## config.mk

```make
export PLATFORM = sky130hd
export DESIGN_NAME = regfile_mp_flat
export DESIGN_NICKNAME = d
export VERILOG_FILES = /design/src/rtl/regfile_mp_if.sv /design/src/rtl/regfile_mp.sv /design/src/flat_wrapper.sv
export SDC_FILE = /design/constraint.sdc
export NUM_CORES = 2
export LEC_CHECK = 0
export ABC_AREA = 0
export BUFFER_PORTS_ARGS = -buffer_cell sky130_fd_sc_hd__buf_2
export CAP_MARGIN = 20
export CORE_MARGIN = 3
export CORE_UTILIZATION = 58
export DETAILED_ROUTE_END_ITERATION = 10
export MAX_ROUTING_LAYER = met4
export PLACE_DENSITY_LB_ADDON = 0.12
export SLEW_MARGIN = 20
export SYNTH_ARGS = -nofsm -noshare
export SYNTH_HDL_FRONTEND = slang
export SYNTH_SLANG_ARGS = --single-unit
```

## constraint.sdc

```tcl
create_clock -name clk -period 3.9 [get_ports clk]
set_input_delay 0.39 -clock clk [delete_from_list [all_inputs] [get_ports clk]]
set_output_delay 0.39 -clock clk [all_outputs]
set_load 0.005 [all_outputs]
```

## src/rtl/regfile_mp_if.sv

```systemverilog
// Bus bundle for the multi-port register file: read ports, write ports,
// reserve request, ready flag and debug read.
interface regfile_mp_if #(
    parameter int DATA_W = 32,
    parameter int ADDR_W = 5,
    parameter int NUM_RD = 2
);
    logic [NUM_RD-1:0]        rd_en_i;
    logic [NUM_RD*ADDR_W-1:0] rd_addr_i;
    logic [NUM_RD*DATA_W-1:0] rd_data_o;
    logic [NUM_RD-1:0]        rd_busy_o;
    logic [1:0]               wr_en_i;
    logic [2*ADDR_W-1:0]      wr_addr_i;
    logic [2*DATA_W-1:0]      wr_data_i;
    logic                     rsv_en_i;
    logic [ADDR_W-1:0]        rsv_addr_i;
    logic                     ready_o;
    logic [ADDR_W-1:0]        dbg_addr_i;
    logic [DATA_W-1:0]        dbg_data_o;

    modport master (
        output rd_en_i, rd_addr_i, wr_en_i, wr_addr_i, wr_data_i,
               rsv_en_i, rsv_addr_i, dbg_addr_i,
        input  rd_data_o, rd_busy_o, ready_o, dbg_data_o
    );

    modport slave (
        input  rd_en_i, rd_addr_i, wr_en_i, wr_addr_i, wr_data_i,
               rsv_en_i, rsv_addr_i, dbg_addr_i,
        output rd_data_o, rd_busy_o, ready_o, dbg_data_o
    );
endinterface

```

## src/rtl/regfile_mp.sv

```systemverilog
// Multi-port GPR file for the decode stage: NUM_RD forwarding read ports,
// two write ports (port 1 wins), a per-register busy scoreboard, and a
// post-reset clear sequence that zeroes entries 1..DEPTH-1 one per cycle.
module regfile_mp #(
    parameter int DATA_W = 32,
    parameter int ADDR_W = 5,
    parameter int NUM_RD = 2
) (
    input  logic         clk,
    input  logic         rst,
    regfile_mp_if.slave  bus
);
    localparam int DEPTH = 1 << ADDR_W;

    localparam logic [0:0] S_CLEAR = 1'b0;
    localparam logic [0:0] S_READY = 1'b1;

    logic [0:0]        state;
    logic [ADDR_W-1:0] clr_ptr;
    logic [DEPTH-1:0]  busy;
    logic [DATA_W-1:0] mem [DEPTH];

    logic              ready;
    logic [ADDR_W-1:0] wa [2];
    logic [DATA_W-1:0] wd [2];

    assign ready       = (state == S_READY);
    assign bus.ready_o = ready;
    assign wa[0]       = bus.wr_addr_i[0 +: ADDR_W];
    assign wa[1]       = bus.wr_addr_i[ADDR_W +: ADDR_W];
    assign wd[0]       = bus.wr_data_i[0 +: DATA_W];
    assign wd[1]       = bus.wr_data_i[DATA_W +: DATA_W];

    // Clear-sequence FSM: walk clr_ptr from 1 to DEPTH-1, then go READY.
    always_ff @(posedge clk) begin
        if (!rst) begin
            state   <= S_CLEAR;
            clr_ptr <= ADDR_W'(1);
        end else if (state == S_CLEAR) begin
            clr_ptr <= clr_ptr + ADDR_W'(1);
            if (clr_ptr == '1) begin
                state <= S_READY;
            end
        end
    end

    // Array storage: zero fill during CLEAR, port writes in READY (port 1 last so it wins).
    always_ff @(posedge clk) begin
        if (rst) begin
            if (state == S_CLEAR) begin
                mem[clr_ptr] <= '0;
            end else begin
                if (bus.wr_en_i[0] && wa[0] != '0) begin
                    mem[wa[0]] <= wd[0];
                end
                if (bus.wr_en_i[1] && wa[1] != '0) begin
                    mem[wa[1]] <= wd[1];
                end
            end
        end
    end

    // Busy scoreboard: writes retire a producer, a reserve issued on the same edge re-arms it.
    always_ff @(posedge clk) begin
        if (!rst) begin
            busy <= '0;
        end else if (state == S_READY) begin
            if (bus.wr_en_i[0]) begin
                busy[wa[0]] <= 1'b0;
            end
            if (bus.wr_en_i[1]) begin
                busy[wa[1]] <= 1'b0;
            end
            if (bus.rsv_en_i && bus.rsv_addr_i != '0) begin
                busy[bus.rsv_addr_i] <= 1'b1;
            end
            busy[0] <= 1'b0;
        end
    end

    genvar k;
    generate
        for (k = 0; k < NUM_RD; k++) begin : g_rd
            logic [ADDR_W-1:0] ra;
            logic              hit1;
            logic              hit0;
            logic              live;

            assign ra   = bus.rd_addr_i[k*ADDR_W +: ADDR_W];
            assign hit1 = bus.wr_en_i[1] && (wa[1] == ra);
            assign hit0 = bus.wr_en_i[0] && (wa[0] == ra);
            assign live = ready && bus.rd_en_i[k] && (ra != '0);

            // Forwarding mux: in-flight port 1, then port 0, then stored entry.
            assign bus.rd_data_o[k*DATA_W +: DATA_W] =
                !live ? '0 :
                hit1  ? wd[1] :
                hit0  ? wd[0] :
                        mem[ra];

            // A producer writing this cycle satisfies the dependency immediately.
            assign bus.rd_busy_o[k] = live && busy[ra] && !(hit0 || hit1);
        end
    endgenerate

    assign bus.dbg_data_o = (ready && bus.dbg_addr_i != '0) ? mem[bus.dbg_addr_i] : '0;

endmodule

```

## src/flat_wrapper.sv

```systemverilog
// flat-port wrapper written by rule: the top's interface ports become plain ports
module regfile_mp_flat 
#(
    parameter int DATA_W = 32,
    parameter int ADDR_W = 5,
    parameter int NUM_RD = 2
)
  (clk, rst, bus_rd_en_i, bus_rd_addr_i, bus_wr_en_i, bus_wr_addr_i, bus_wr_data_i, bus_rsv_en_i, bus_rsv_addr_i, bus_dbg_addr_i, bus_rd_data_o, bus_rd_busy_o, bus_ready_o, bus_dbg_data_o);
  regfile_mp_if #(.DATA_W(DATA_W), .ADDR_W(ADDR_W), .NUM_RD(NUM_RD)) bus_i ();
  input  logic clk;
  input  logic rst;
  input wire logic [$bits(bus_i.rd_en_i)-1:0] bus_rd_en_i;
  input wire logic [$bits(bus_i.rd_addr_i)-1:0] bus_rd_addr_i;
  input wire logic [$bits(bus_i.wr_en_i)-1:0] bus_wr_en_i;
  input wire logic [$bits(bus_i.wr_addr_i)-1:0] bus_wr_addr_i;
  input wire logic [$bits(bus_i.wr_data_i)-1:0] bus_wr_data_i;
  input wire logic [$bits(bus_i.rsv_en_i)-1:0] bus_rsv_en_i;
  input wire logic [$bits(bus_i.rsv_addr_i)-1:0] bus_rsv_addr_i;
  input wire logic [$bits(bus_i.dbg_addr_i)-1:0] bus_dbg_addr_i;
  output wire logic [$bits(bus_i.rd_data_o)-1:0] bus_rd_data_o;
  output wire logic [$bits(bus_i.rd_busy_o)-1:0] bus_rd_busy_o;
  output wire logic [$bits(bus_i.ready_o)-1:0] bus_ready_o;
  output wire logic [$bits(bus_i.dbg_data_o)-1:0] bus_dbg_data_o;
  assign bus_i.rd_en_i = bus_rd_en_i;
  assign bus_i.rd_addr_i = bus_rd_addr_i;
  assign bus_i.wr_en_i = bus_wr_en_i;
  assign bus_i.wr_addr_i = bus_wr_addr_i;
  assign bus_i.wr_data_i = bus_wr_data_i;
  assign bus_i.rsv_en_i = bus_rsv_en_i;
  assign bus_i.rsv_addr_i = bus_rsv_addr_i;
  assign bus_i.dbg_addr_i = bus_dbg_addr_i;
  assign bus_rd_data_o = bus_i.rd_data_o;
  assign bus_rd_busy_o = bus_i.rd_busy_o;
  assign bus_ready_o = bus_i.ready_o;
  assign bus_dbg_data_o = bus_i.dbg_data_o;
  regfile_mp #(.DATA_W(DATA_W), .ADDR_W(ADDR_W), .NUM_RD(NUM_RD)) u_core (.clk(clk), .rst(rst), .bus(bus_i));
endmodule
```

Word-level counts from Yosys, hierarchy flattened
Memory sizes are Yosys's and may differ from the RTL's. Index checks and enable logic that the tools add are counted.

Register bits after elaboration: 37. Bits in writable memories: 1024. Input port bits: 101. Output and inout bits: 99. Memories: 1.

Memory list: u_core.mem (depth 32, width 32, read ports 3, clocked after Yosys merged registers in 0, wr ports 2, line regfile_mp.sv:21) `logic [DATA_W-1:0] mem [DEPTH];`.

Add/sub/neg operators: 1. $lt $le $gt $ge: 8. Equal/unequal tests: 5. Multiplexer cells: 40. Bitwise operators: 5. Reductions and logical operators: 30.

Operators with widths (number): $mux W32 (15); $and A32 B32 Y32 (2); $not A32 Y32 (2); $or A32 B32 Y32 (1); $reduce_or A32 Y1 (1); $lt A5 B6 Y1 const B (5); $reduce_bool A5 Y1 (6); $eq A5 B5 Y1 (4); $logic_and A1 B1 Y1 (19); $mux W1 (19); $demux W1 S5 (3); $ge A5 B1 Y1 const B (3); $bmux W1 S5 (2); $add A5 B1 Y5 const B (1); $eq A5 B5 Y1 const B (1); $mux W5 (1); $logic_not A1 Y1 (2); $logic_or A1 B1 Y1 (2).

Logic depth before layout (Yosys ltp)
Word-level depth: 15. Gate-level depth with buffers: 10. Depth with buffers taken out: 6.

Worst setup path before layout
No wires, ideal clock.

Path kind: input-to-reg. Start point: in bus_wr_addr_i[2]. End point: mem u_core.mem[18][0] (enable). Setup time: 0.433 ns. Data arrival time: 3.597 ns. Path slack: -0.130 ns. Cell stages on the path: 9. Buffers on the path: 3. Path through: buf_4 or3_4 o31a_1 and3_1 buf_6 buf_6 mux2i_4 nand2_2 o22ai_1.

RTL lines: from (decl) (line flat_wrapper.sv:15) `input wire logic [$bits(bus_i.wr_addr_i)-1:0] bus_wr_addr_i;`; to (decl) (line regfile_mp.sv:21).

Worst setup path in the final report
Start point: reg u_core.state, in the netlist u_core.bus.ready_o. End point: out bus_rd_data_o[25].

Word-level cells in the longest chain between the ends: 3.

RTL lines: from (decl) (line regfile_mp.sv:18) `logic [0:0] state;`; from (signal assigned) (line regfile_mp.sv:37) `state <= S_CLEAR;`; from (signal assigned) (line regfile_mp.sv:42) `state <= S_READY;`; $logic_and A1 B1 Y1 (2 in series) (line regfile_mp.sv:92) `assign live = ready && bus.rd_en_i[k] && (ra != '0);`; $mux W32 (line regfile_mp.sv:96) `!live ? '0 :`; to (decl) (line flat_wrapper.sv:20) `output wire logic [$bits(bus_i.rd_data_o)-1:0] bus_rd_data_o;`.

Every way passes these cells.

==> results.cfg <==
[place]
dp_cells = 7484
place_hpwl_mm = 164
dp_slack_ps = 286
gp_congestion = 0.937
place_area_mm2 = 0.0742
io_buffers = 199

[global_route]
grt_overflow_total = 0
grt_pass1_wl_mm = 401
antenna_found_initial = 17
grt_max_degree = 117
grt_pass1_vias = 56136
grtUsageTotal = 0.461

[floorplanning]
ios = 200
core_mm2 = 0.120
dieArea_mm2 = 0.126
die_w_um = 355
start_util = 0.586
rows = 127
die_h_um = 355

[synth]
synth_flop_cell = edfxtp_1
synth_compound_area_frac = 0.141
syn_nets = 6282
yosys.area_share.adder = 0.000355
async_flop_share = 0
synth-edff-count = 1024
syn_inst = 6179
synth_cell_types = 57
synth_seq_cells = 1061
synthSimpleGateAreaFrac = 0.0897
yosysWarnings = 0
synth_area_mm2 = 0.0705
seq_area_frac_synth = 0.447
syn_avg_cell_area_um2 = 11.4
muxShareOfSynthArea = 0.271
synth_top_family_by_area = multiplexers
synth-xor-area-share = 0.00286

[timing]
layout_min_cycle_time_ps = 3890
final_hold_viol_count = 0
post-route-period-util = 0.996
max_clock_freq_mhz = 257
finalMaxSlewViolations = 0
rsz0062_at_grt = false
finalSetupViolCount = 0
tightest_slew_ps = 1310
layout_setup_ws_ps = 14.4
clock_skew_ps = 25.3
totalNegativeSetupSlack_ps = 0
slew_headroom = 0.129

[cts]
cts_root_buf = clkbuf_16
numCtsBuffers = 118
htree_levels = 3
insertion_delay_ps = 780
clkSinkCount = 1061
cts_tree = done
cts_resized = 0
clock_path_buffers = 3
clk_pin_slew_ps = 60

[hold_path]
hold_path_class = in2reg
hp-start = bus_wr_data_i[27]
hold-path-cell-count = 3
min_to = u_core.mem[0][27]$_DFFE_PP_

[layout]
layout_common_cells = o21ai_0 (1117), nand2_1 (1077), edfxtp_1 (1024)
fin_nets = 6101
mostFrequentLayoutCell = o21ai_0
post-route-util = 0.650
stdcell_count = 7734
drive_above_1_share = 0.239
area_growth_pct = 10.9
fin_area_mm2 = 0.0781

[route]
antenna_left = 0
drc = 0
vias_per_cell = 7.67
drtIter0Drc = 11780
first_pass_iters = 7
routed_wl_mm = 284
vias = 59350
wire_per_inst_um = 36.8

[worst_setup_path]
crit_type = reg2out
cp-end-kind = output port
critPathArrivalTime_ps = 3500
r2r-start = u_core.bus.ready_o$_SDFF_PN0_
rr_worst_depth = 4
reg2reg_setup_slack_ps = 510
critPathLaunch = u_core.bus.ready_o$_SDFF_PN0_
cp_data_required_time_ps = 3510
path_max_fanout = 16
r2r-end = u_core.mem[8][4]$_DFFE_PP_
cp-start-kind = flip-flop

[status]
status = complete, no violations

[run]
drv_cap = 0

[pwr]
powerDensity_mw_per_mm2 = 339
p_leak_nw = 25.9
vdd_ir_drop_max_uv = 370
[metal layers]
metal  part of all wire  up-vias  track usage
met3               0.17     1307        0.168
met5                  0        -            -
met1               0.33    28684        0.583
met4              0.074        0        0.275
li1                   -    23592            -
met2               0.43     5767        0.637
[critical path: stages, from the launching register on]
cell	delay, ps
dfxtp_2	670
nand3_4	100
or3_1	600
nor2_2	900
a221o_1	310
buf_2	130
[cell families (layout without fill, tap and decap cells)]
family / count (synthesis) / count (layout)
compound gates: 1712 / 1712
simple gates: 1519 / 1520
flops: 1061 / 1061
mux: 1045 / 1045
buf+inv: 817 / 734
xor+xnor: 23 / 23
fa+ha+maj: 2 / 2
other cells: 0 / 25
[final cells by class]
class	count	area, um2
Antenna cell	25	62.6
Clock buffer	145	3100
Clock inverter	74	722
Fill cell	9112	42200
Inverter	40	150
Multi-Input combinational cell	4302	36400
Sequential cell	1061	31500
Tap cell	1612	2020
Timing Repair Buffer	475	4230
[power by group]
group | leakage [nW] | total [mW] | switching, mW | internal, mW
clock | 1.86 | 11.3 | 4.92 | 6.41
sequential | 10.4 | 12.5 | 0.0722 | 12.4
combinational | 13.6 | 2.66 | 1.67 | 0.982
[worst max-delay path by stage]
stage,to,slack (ps),cells past startpoint
floorplan,u_core.mem[18][0]$_DFFE_PP_,-130,9
global placement,bus_rd_data_o[11],280,9
detailed placement,bus_rd_data_o[11],290,10
CTS,bus_rd_data_o[25],170,5
global route,bus_rd_data_o[27],40,5
finish,bus_rd_data_o[25],10,5
[what timing repair did]
action	4_1_cts	5_1_grt
endpoints found under the hold margin	2	0
hold buffers	1	0
setup buffers	4	0
setup endpoints to repair	8	0
[synthesized netlist by cell type, types with 40 or more instances]
library cell / n / area (um2)
o21ai_0: 1119 / 5600
nand2_1: 1078 / 4050
edfxtp_1: 1024 / 30700
mux4_2: 686 / 15400
clkbuf_1: 488 / 1830
mux2i_1: 322 / 3220
nor2_1: 183 / 687
buf_2: 132 / 661
a22oi_1: 124 / 931
a21oi_1: 100 / 500
clkbuf_2: 92 / 460
o22ai_1: 90 / 563
nor2b_1: 75 / 469
o221ai_1: 64 / 561
nand3_1: 56 / 280
buf_1: 55 / 206
o31ai_1: 55 / 413
a211o_1: 54 / 473
inv_1: 40 / 150
[per-stage QoR]
step | total power, mW | hold WS (ps)
after floorplan | 14.4 | 488
after CTS | 26.3 | 5.96
after global placement | 15.3 | 502
after detailed placement | 15.3 | 517
final | 26.5 | 39.1
after global routing | 26.9 | 64.8
[registers in the layout, summed over array words and instances, names as in the netlist]
name / flops
u_core.bus.ready_o: 1
u_core.mem: 1024
u_core.clr_ptr: 5
u_core.busy: 31
Power figures use the tool's default switching activity.
